--- src/rtl/rv32i_inst_wb_prefetch.sv ---
// Instruction-fetch front end: issues sequential pipelined Wishbone reads and
// buffers returned words with their PCs for the core's valid/ready fetch port.
module rv32i_inst_wb_prefetch #(
    parameter int unsigned       ADDR_W    = 32,
    parameter int unsigned       DATA_W    = 32,
    parameter int unsigned       DEPTH     = 4,
    parameter int unsigned       MAX_OUTST = 2,
    parameter logic [ADDR_W-1:0] RESET_PC  = 32'h0000_0000
) (
    input  logic                clk,
    input  logic                rst_n,
    input  logic                redirect_i,
    input  logic [ADDR_W-1:0]   redirect_pc_i,
    input  logic                inst_ready_i,
    output logic                inst_valid_o,
    output logic [DATA_W-1:0]   inst_o,
    output logic [ADDR_W-1:0]   inst_pc_o,
    output logic                inst_err_o,
    output logic                wb_cyc_o,
    output logic                wb_stb_o,
    output logic                wb_we_o,
    output logic [ADDR_W-1:0]   wb_adr_o,
    output logic [DATA_W-1:0]   wb_dat_o,
    output logic [DATA_W/8-1:0] wb_sel_o,
    input  logic                wb_stall_i,
    input  logic                wb_ack_i,
    input  logic                wb_err_i,
    input  logic [DATA_W-1:0]   wb_dat_i
);

    localparam int unsigned PTR_W = $clog2(DEPTH);
    localparam int unsigned CNT_W = PTR_W + 1;
    localparam logic [CNT_W-1:0] MAX_C   = CNT_W'(MAX_OUTST);
    localparam logic [CNT_W:0]   DEPTH_C = (CNT_W + 1)'(DEPTH);
    localparam logic [ADDR_W-1:0] ALIGN_MASK = ~ADDR_W'(3);

    logic [ADDR_W-1:0] fetch_pc;
    logic              halted;
    logic [CNT_W-1:0]  outst;
    logic [CNT_W-1:0]  drop;
    logic [CNT_W-1:0]  fifo_cnt;
    logic [PTR_W-1:0]  rd_ptr;
    logic [PTR_W-1:0]  wr_ptr;
    logic [PTR_W-1:0]  pcq_rd;
    logic [PTR_W-1:0]  pcq_wr;

    logic [DATA_W-1:0] mem_data [DEPTH];
    logic [ADDR_W-1:0] mem_pc   [DEPTH];
    logic              mem_err  [DEPTH];
    logic [ADDR_W-1:0] pcq_mem  [DEPTH];

    logic              issue;
    logic              accept;
    logic              resp;
    logic              dropping;
    logic              push;
    logic              pop;
    logic [CNT_W:0]    credit_used;
    logic [CNT_W-1:0]  outst_next;

    // Credit counts buffered words plus every in-flight request, so the FIFO
    // always has room for whatever the bus still owes us.
    assign credit_used = {1'b0, fifo_cnt} + {1'b0, outst};
    assign issue       = !halted && (outst < MAX_C) && (credit_used < DEPTH_C);
    assign accept      = issue && !wb_stall_i;
    assign resp        = wb_ack_i || wb_err_i;
    assign dropping    = (drop != '0);
    assign push        = resp && !dropping && !redirect_i;
    assign pop         = inst_valid_o && inst_ready_i && !redirect_i;
    assign outst_next  = outst + CNT_W'(accept) - CNT_W'(resp);

    always_ff @(posedge clk or negedge rst_n) begin
        if (!rst_n) begin
            fetch_pc <= RESET_PC & ALIGN_MASK;
            halted   <= 1'b0;
            outst    <= '0;
            drop     <= '0;
            fifo_cnt <= '0;
            rd_ptr   <= '0;
            wr_ptr   <= '0;
            pcq_rd   <= '0;
            pcq_wr   <= '0;
        end else begin
            outst <= outst_next;
            if (redirect_i) begin
                // Everything still owed by the bus, including a request
                // accepted right now, becomes stale and is discarded on return.
                fetch_pc <= redirect_pc_i & ALIGN_MASK;
                halted   <= 1'b0;
                drop     <= outst_next;
                fifo_cnt <= '0;
                rd_ptr   <= '0;
                wr_ptr   <= '0;
                pcq_rd   <= '0;
                pcq_wr   <= '0;
            end else begin
                if (accept) begin
                    fetch_pc <= fetch_pc + ADDR_W'(4);
                    pcq_wr   <= pcq_wr + PTR_W'(1);
                end
                if (resp) begin
                    if (dropping) begin
                        drop <= drop - CNT_W'(1);
                    end else begin
                        pcq_rd <= pcq_rd + PTR_W'(1);
                        wr_ptr <= wr_ptr + PTR_W'(1);
                        if (wb_err_i) begin
                            halted <= 1'b1;
                        end
                    end
                end
                if (pop) begin
                    rd_ptr <= rd_ptr + PTR_W'(1);
                end
                fifo_cnt <= fifo_cnt + CNT_W'(push) - CNT_W'(pop);
            end
        end
    end

    always_ff @(posedge clk) begin
        if (push) begin
            mem_data[wr_ptr] <= wb_dat_i;
            mem_pc[wr_ptr]   <= pcq_mem[pcq_rd];
            mem_err[wr_ptr]  <= wb_err_i;
        end
        if (accept && !redirect_i) begin
            pcq_mem[pcq_wr] <= fetch_pc;
        end
    end

    assign inst_valid_o = (fifo_cnt != '0);
    assign inst_o       = inst_valid_o ? mem_data[rd_ptr] : '0;
    assign inst_pc_o    = inst_valid_o ? mem_pc[rd_ptr]   : '0;
    assign inst_err_o   = inst_valid_o ? mem_err[rd_ptr]  : 1'b0;

    assign wb_stb_o = rst_n && issue;
    assign wb_cyc_o = rst_n && (issue || (outst != '0));
    assign wb_we_o  = 1'b0;
    assign wb_adr_o = fetch_pc & ALIGN_MASK;
    assign wb_dat_o = '0;
    assign wb_sel_o = '1;

endmodule

--- config.mk ---
export PLATFORM = sky130hd
export DESIGN_NAME = rv32i_inst_wb_prefetch
export DESIGN_NICKNAME = d
export VERILOG_FILES = /design/src/rtl/rv32i_inst_wb_prefetch.sv
export SDC_FILE = /design/constraint.sdc
export NUM_CORES = 1
export LEC_CHECK = 0
export BUFFER_PORTS_ARGS = -buffer_cell sky130_fd_sc_hd__buf_2
export CORE_MARGIN = 10
export CORE_UTILIZATION = 30
export CTS_CLUSTER_DIAMETER = 120
export DETAILED_ROUTE_END_ITERATION = 16
export SYNTH_ARGS = -nofsm -noshare
export SYNTH_HDL_FRONTEND = slang
export SYNTH_SLANG_ARGS = --single-unit
--- constraint.sdc ---
create_clock -name clk -period 7.82 [get_ports clk]
set_input_delay 1.173 -clock clk [delete_from_list [all_inputs] [get_ports clk]]
set_output_delay 1.173 -clock clk [all_outputs]
set_load 0.01 [all_outputs]
==> out/metrics.csv, run 1 <==
stage;metric;value;unit
layout;antennaDiodeCount;0;
run_status;outcome;completed;
timing;relSlewSlack;28.3;%
placement;placedInstanceArea;18500;sq um
synth;synthArstFlopShare;11.4;%
timing;period_share;55.9;%
timing;setup_tns;0;ps
timing;rsz0062_at_grt;no;
clock_network;cts_tree;yes;
global_routing;grt_pass1_wl;59400;um
clock_network;clkTransAtPathRegs;60;ps
placement;hpwl;23600;um
min_path;worst_hold_path.endpoint;outst[0];
global_routing;first_global_vias;9566;
route;drtAntennaViolNets;0;
floorplan;die_height;258;um
critical_path;crit_family;flip-flops;
clock_network;postCtsSetupRepairBufs;0;
placement;gp_congestion;0.750;
clock_network;htreeDepth;2;
layout;final_nets;1192;
layout;filler_cell_count;5326;
synth;syn_avg_cell_area;18.5;sq um
power_and_ir_drop;ir_worst_vdd;0.000182;V
floorplan;core;56200;sq um
floorplan;ios;208;
floorplan;initial_core_util;30.2;%
clock_network;cts_sinks;420;
route;firstDrtPassIters;5;
critical_path;r2r_setup_slack;4470;ps
route;drc;0;
timing;report.final.hold_viol_count;0;
global_routing;antenna_found_initial;0;
critical_path;rr_worst_depth;13;
global_routing;grt_max_degree;67;
critical_path;path_max_fanout;39;
layout;fin_cells;1894;
critical_path;r2r_start;outst[2];
layout;area_delta_synth_final;19.1;%
critical_path;critPathBufInv;2;
clock_network;root_buffer;clkbuf_16;
power_and_ir_drop;p_leak;6.93;nW
route;drt_iter0_markers;478;
layout;layout-drive-gt1-share;31.8;%
floorplan;die_width;258;um
timing;fmax;229;MHz
min_path;hold_path.class;reg -> reg;
placement;place_ws;3890;ps
critical_path;worstPathArrival;3200;ps
synth;synth_ff_type;edfxtp_1;
power_and_ir_drop;power.density;320;nW/um^2
layout;mostFrequentLayoutCells;372 x edfxtp_1, 164 x buf_2, 93 x mux4_2;
critical_path;worstSetupPathType;reg -> out;
route;wire_per_inst;20.6;um
critical_path;cp_slowest_stage_delay;970;ps
route;avgViaCountPerCell;4.54;
clock_network;clk_latency;590;ps
critical_path;start_kind;flop;
clock_network;clk_path_buf_depth;3;
synth;ys_warn_count;0;
synth;synth-edff-count;372;
timing;fin_hold_ws;574;ps
critical_path;worstReg2RegEnd;drop[2];
min_path;hp-start;outst[0];
synth;ys_seq_elements;420;
critical_path;cp-end-kind;primary output;
synth;synth-seq-area-share;73.0;%
timing;clock_skew;25.3;ps
min_path;hold_path_depth;1;
timing;post-route-min-period;4370;ps
placement;dp_cells;1809;
timing;fin_ws;3450;ps
synth;synth_area;17000;sq um
layout;design_area;20200;sq um
timing;drv_slew;0;
critical_path;crit_chain;buf_4 > mux4_2 > and2_1 > buf_2;
layout;final_core_util;36.0;%
power_and_ir_drop;power;6.47;mW
critical_path;cp_slowest_cell;dfrtp_4;
global_routing;grt_usage;11.7;%
synth;ys_types;40;
job;cap_violations;0;
floorplan;num_rows;87;
clock_network;hold_buffers;0;
timing;setup_viol;0;
placement;portBuffers;164;
layout;layout_commonest_cell;edfxtp_1;
clock_network;cts_buffers;46;
critical_path;cp.required;6650;ps
global_routing;grt.overflow.total;0;
synth;syn-instance-count;919;
floorplan;fp.dieArea;66400;sq um
route;drt_wl_total;39000;um
route;via_count;8594;
timing;tightest_slew;1070;ps
clock_network;cts.repair.resized;0;
where the power goes:
part           leakage (nW)  internal, mW  total, mW  switching, mW
clock                 0.803          1.44       2.35          0.908
combinational          2.19         0.608       1.35          0.747
sequential             3.94          2.61       2.76          0.149
synth_stat cells, types with 13 or more instances:
master      n  area, sq um
and2_1     69          432
buf_4      41          308
clkbuf_1   27          101
dfrtp_1    48         1200
edfxtp_1  372        11200
ha_1       18          225
inv_1      19         71.3
mux4_2     93         2090
nand2_1    40          150
nand3_1    13         65.1
nand4_1    15         93.8
nor2_1     26         97.6
o21ai_0    26          130
xnor2_1    13          114
xor2_1     19          166
registers in the layout, indices dropped and copies added (netlist names), 3 cells and up:
name and cells:
fifo_cnt 3, mem_err 4, mem_data 128, pcq_mem 120, mem_pc 120, drop 3
fetch_pc 30, outst 3
worst max-delay path by stage:
stage	to	startpoint	slack, ps	cells after the start
floorplan	mem_data[0][0]	redirect_i	4180	3
global route	inst_pc_o[16]	rd_ptr[0]	3150	4
global placement	inst_pc_o[16]	rd_ptr[0]	3910	4
CTS	inst_pc_o[16]	rd_ptr[0]	3230	4
finish	inst_pc_o[16]	rd_ptr[0]	3450	4
detailed placement	inst_pc_o[16]	rd_ptr[0]	3890	4
final cells by class:
| cell class | count | area [sq um] | area share, % |
|---|---|---|---|
| inverters | 21 | 78.8 | 0.390 |
| multi-input cells | 437 | 4220 | 20.9 |
| repair buffers | 175 | 903 | 4.47 |
| clock buffers | 54 | 1200 | 5.95 |
| flip-flops and latches | 420 | 12400 | 61.3 |
| clock inverters | 31 | 473 | 2.34 |
| well taps | 756 | 946 | 4.68 |
routing by layer:
metal / routed length [um] / GRT usage (%)
met1: 17100 / 14.7
met3: 2160 / 3.05
met4: 807 / 3.77
met5: 0 / 0
met2: 18900 / 19.4
cells by family (layout without fill, tap and decap cells):
family          Yosys count  after routing  share of synthesized area, %
xor+xnor                 32             32                          1.65
compound gates           42             42                          1.42
flops                   420            420                          73.0
simple gates            205            205                          6.63
buf+inv                 101            281                          3.14
mux                      97             97                          12.6
other cells               2             41                        0.0443
fa+ha+maj                20             20                          1.56
Note: power is estimated with default switching activity, not from simulation.
==> run 2, diff against run 1 <==
Clock period 7.82 ns to 4.2 ns, I/O delays scaled along.
==> out/metrics.csv, run 2 (same netlist as run 1, synthesis figures left out) <==
stage;metric;value;unit
global_routing;first_global_vias;9280;
power_and_ir_drop;switching_share;28.2;%
critical_path;cp_slowest_cell;dfrtp_4;
clock_network;htreeDepth;2;
placement;hpwl;24200;um
route;via_count;8622;
route;drc;0;
critical_path;path_max_fanout;21;
job;cap_violations;0;
power_and_ir_drop;p_leak;6.93;nW
critical_path;cp.required;3570;ps
timing;report.final.hold_viol_count;0;
critical_path;crit_chain;buf_4 > mux4_2 > and2_1 > buf_2;
layout;largest_reg_flops;128;
timing;fin_hold_ws;247;ps
timing;post-route-min-period;3300;ps
timing;setup_tns;0;ps
critical_path;worstPathArrival;2670;ps
floorplan;fp.dieArea;66400;sq um
route;avgViaCountPerCell;4.53;
clock_network;postCtsSetupRepairBufs;0;
global_routing;grt_pass1_wl;58400;um
clock_network;clk_latency;590;ps
timing;tightest_slew;1030;ps
route;wire_per_inst;20.1;um
route;drt_iter0_markers;496;
route;firstDrtPassIters;7;
clock_network;cts_buffers;47;
min_path;hold_path.class;in -> reg;
layout;mostFrequentLayoutCells;372 x edfxtp_1, 164 x buf_2, 93 x mux4_2;
critical_path;cp_slowest_stage_delay;730;ps
power_and_ir_drop;ir_worst_vdd;0.000424;V
timing;drv_slew;0;
power_and_ir_drop;power.density;585;nW/um^2
global_routing;grt_usage;11.5;%
layout;fin_cells;1905;
floorplan;die_height;258;um
layout;final_core_util;36.0;%
critical_path;critPathBufInv;2;
timing;setup_viol;0;
power_and_ir_drop;p_comb_share;21.6;%
global_routing;antenna_found_initial;0;
clock_network;cts_tree;yes;
floorplan;die_width;258;um
layout;layout_commonest_cell;edfxtp_1;
clock_network;cts_sinks;420;
critical_path;start_kind;flop;
clock_network;clkTransAtPathRegs;60;ps
run_status;outcome;completed;
critical_path;worstSetupPathType;reg -> out;
power_and_ir_drop;internal_power;8.50;mW
global_routing;grt_max_degree;67;
clock_network;root_buffer;clkbuf_16;
floorplan;initial_core_util;30.2;%
route;drt_wl_total;38300;um
critical_path;cp-end-kind;primary output;
layout;final_nets;1199;
floorplan;num_rows;87;
power_and_ir_drop;p_seq_share;43.4;%
power_and_ir_drop;pwr-share-clk;35.0;%
timing;clock_skew;19.1;ps
power_and_ir_drop;p_sw;3.34;mW
layout;top_regs;mem_data: 128 flops, mem_pc: 120 flops, pcq_mem: 120 flops;
layout;regMostFlops;mem_data;
placement;gp_congestion;0.775;
critical_path;crit_family;flip-flops;
timing;rsz0062_at_grt;no;
floorplan;ios;208;
global_routing;grt.overflow.total;0;
layout;layout-drive-gt1-share;30.8;%
timing;relSlewSlack;31.2;%
timing;fmax;303;MHz
timing;period_share;78.7;%
placement;portBuffers;164;
clock_network;clk_path_buf_depth;3;
floorplan;core;56200;sq um
placement;dp_cells;1814;
layout;area_delta_synth_final;19.3;%
route;drtAntennaViolNets;0;
==> run 2: through the flow <==
step           power (mW)  setup slack (ps)  instance area, sq um
2_1_floorplan        6.78              1080                 17100
3_3_place_gp         7.86              1110                 18600
3_5_place_dp         7.90              1150                 18600
4_1_cts              12.1               751                 20200
5_1_grt              12.5               683                 20200
6_report             11.8               896                 20200
==> run 2: layer usage <==
layer	wire length, um	GRT usage (%)	share of wire (%)	vias to the layer above
met2	18200	18.1	47	257
met1	16800	15.1	44	4418
met3	2330	2.84	6.1	60
met4	994	4.20	2.6	0
li1	-	-	-	3887
met5	0	0	0	-
==> run 2: power by group through the flow <==
stage	Combinational, mW	Sequential (mW)	Clock (mW)
4_1_cts	2.66	5.16	4.29
6_report	2.55	5.14	4.15
5_1_grt	2.84	5.19	4.45
3_5_place_dp	2.65	5.24	0
2_1_floorplan	1.72	5.06	0
3_3_place_gp	2.63	5.23	0
==> run 2: worst paths after layout <==
| check | startpoint | to | slack [ps] | depth (start not counted) |
|---|---|---|---|---|
| max in group asynchronous | rst_n | rd_ptr[0] | 2950 | 3 |
| max reg2reg | outst[2] | drop[2] | 1140 | 12 |
| min reg2reg | drop[1] | drop[1] | 560 | 2 |
| max | rd_ptr[0] | inst_pc_o[28] | 900 | 4 |
| min | redirect_pc_i[3] | fetch_pc[3] | 250 | 3 |
| min in group asynchronous | rst_n | outst[1] | 390 | 2 |
==> run 2: layout make-up <==
type	instances	area (sq um)
diodes	2	5.00
clock buffers	61	1250
clock inverters	27	329
fillers	5317	35900
inverters	21	78.8
multi-input cells	437	4210
flip-flops and latches	420	12400
well taps	756	946
repair buffers	181	1030
==> run 2: what timing repair did <==
item | 4_1_cts | 5_1_grt
hold buffers | 1 | 0
gates resized for setup | 0 | 0
hold endpoints to repair | 3 | 0
==> run 2: worst reg2reg max path: cells and delay by family, from the launching register on <==
family                     cells  cell delay [ps]
xor gates and xnor gates       1              190
adders and majority gates      4             1100
buffers and inverters          3              250
DFF                            1              400
and+or+nand+nor                4             1000
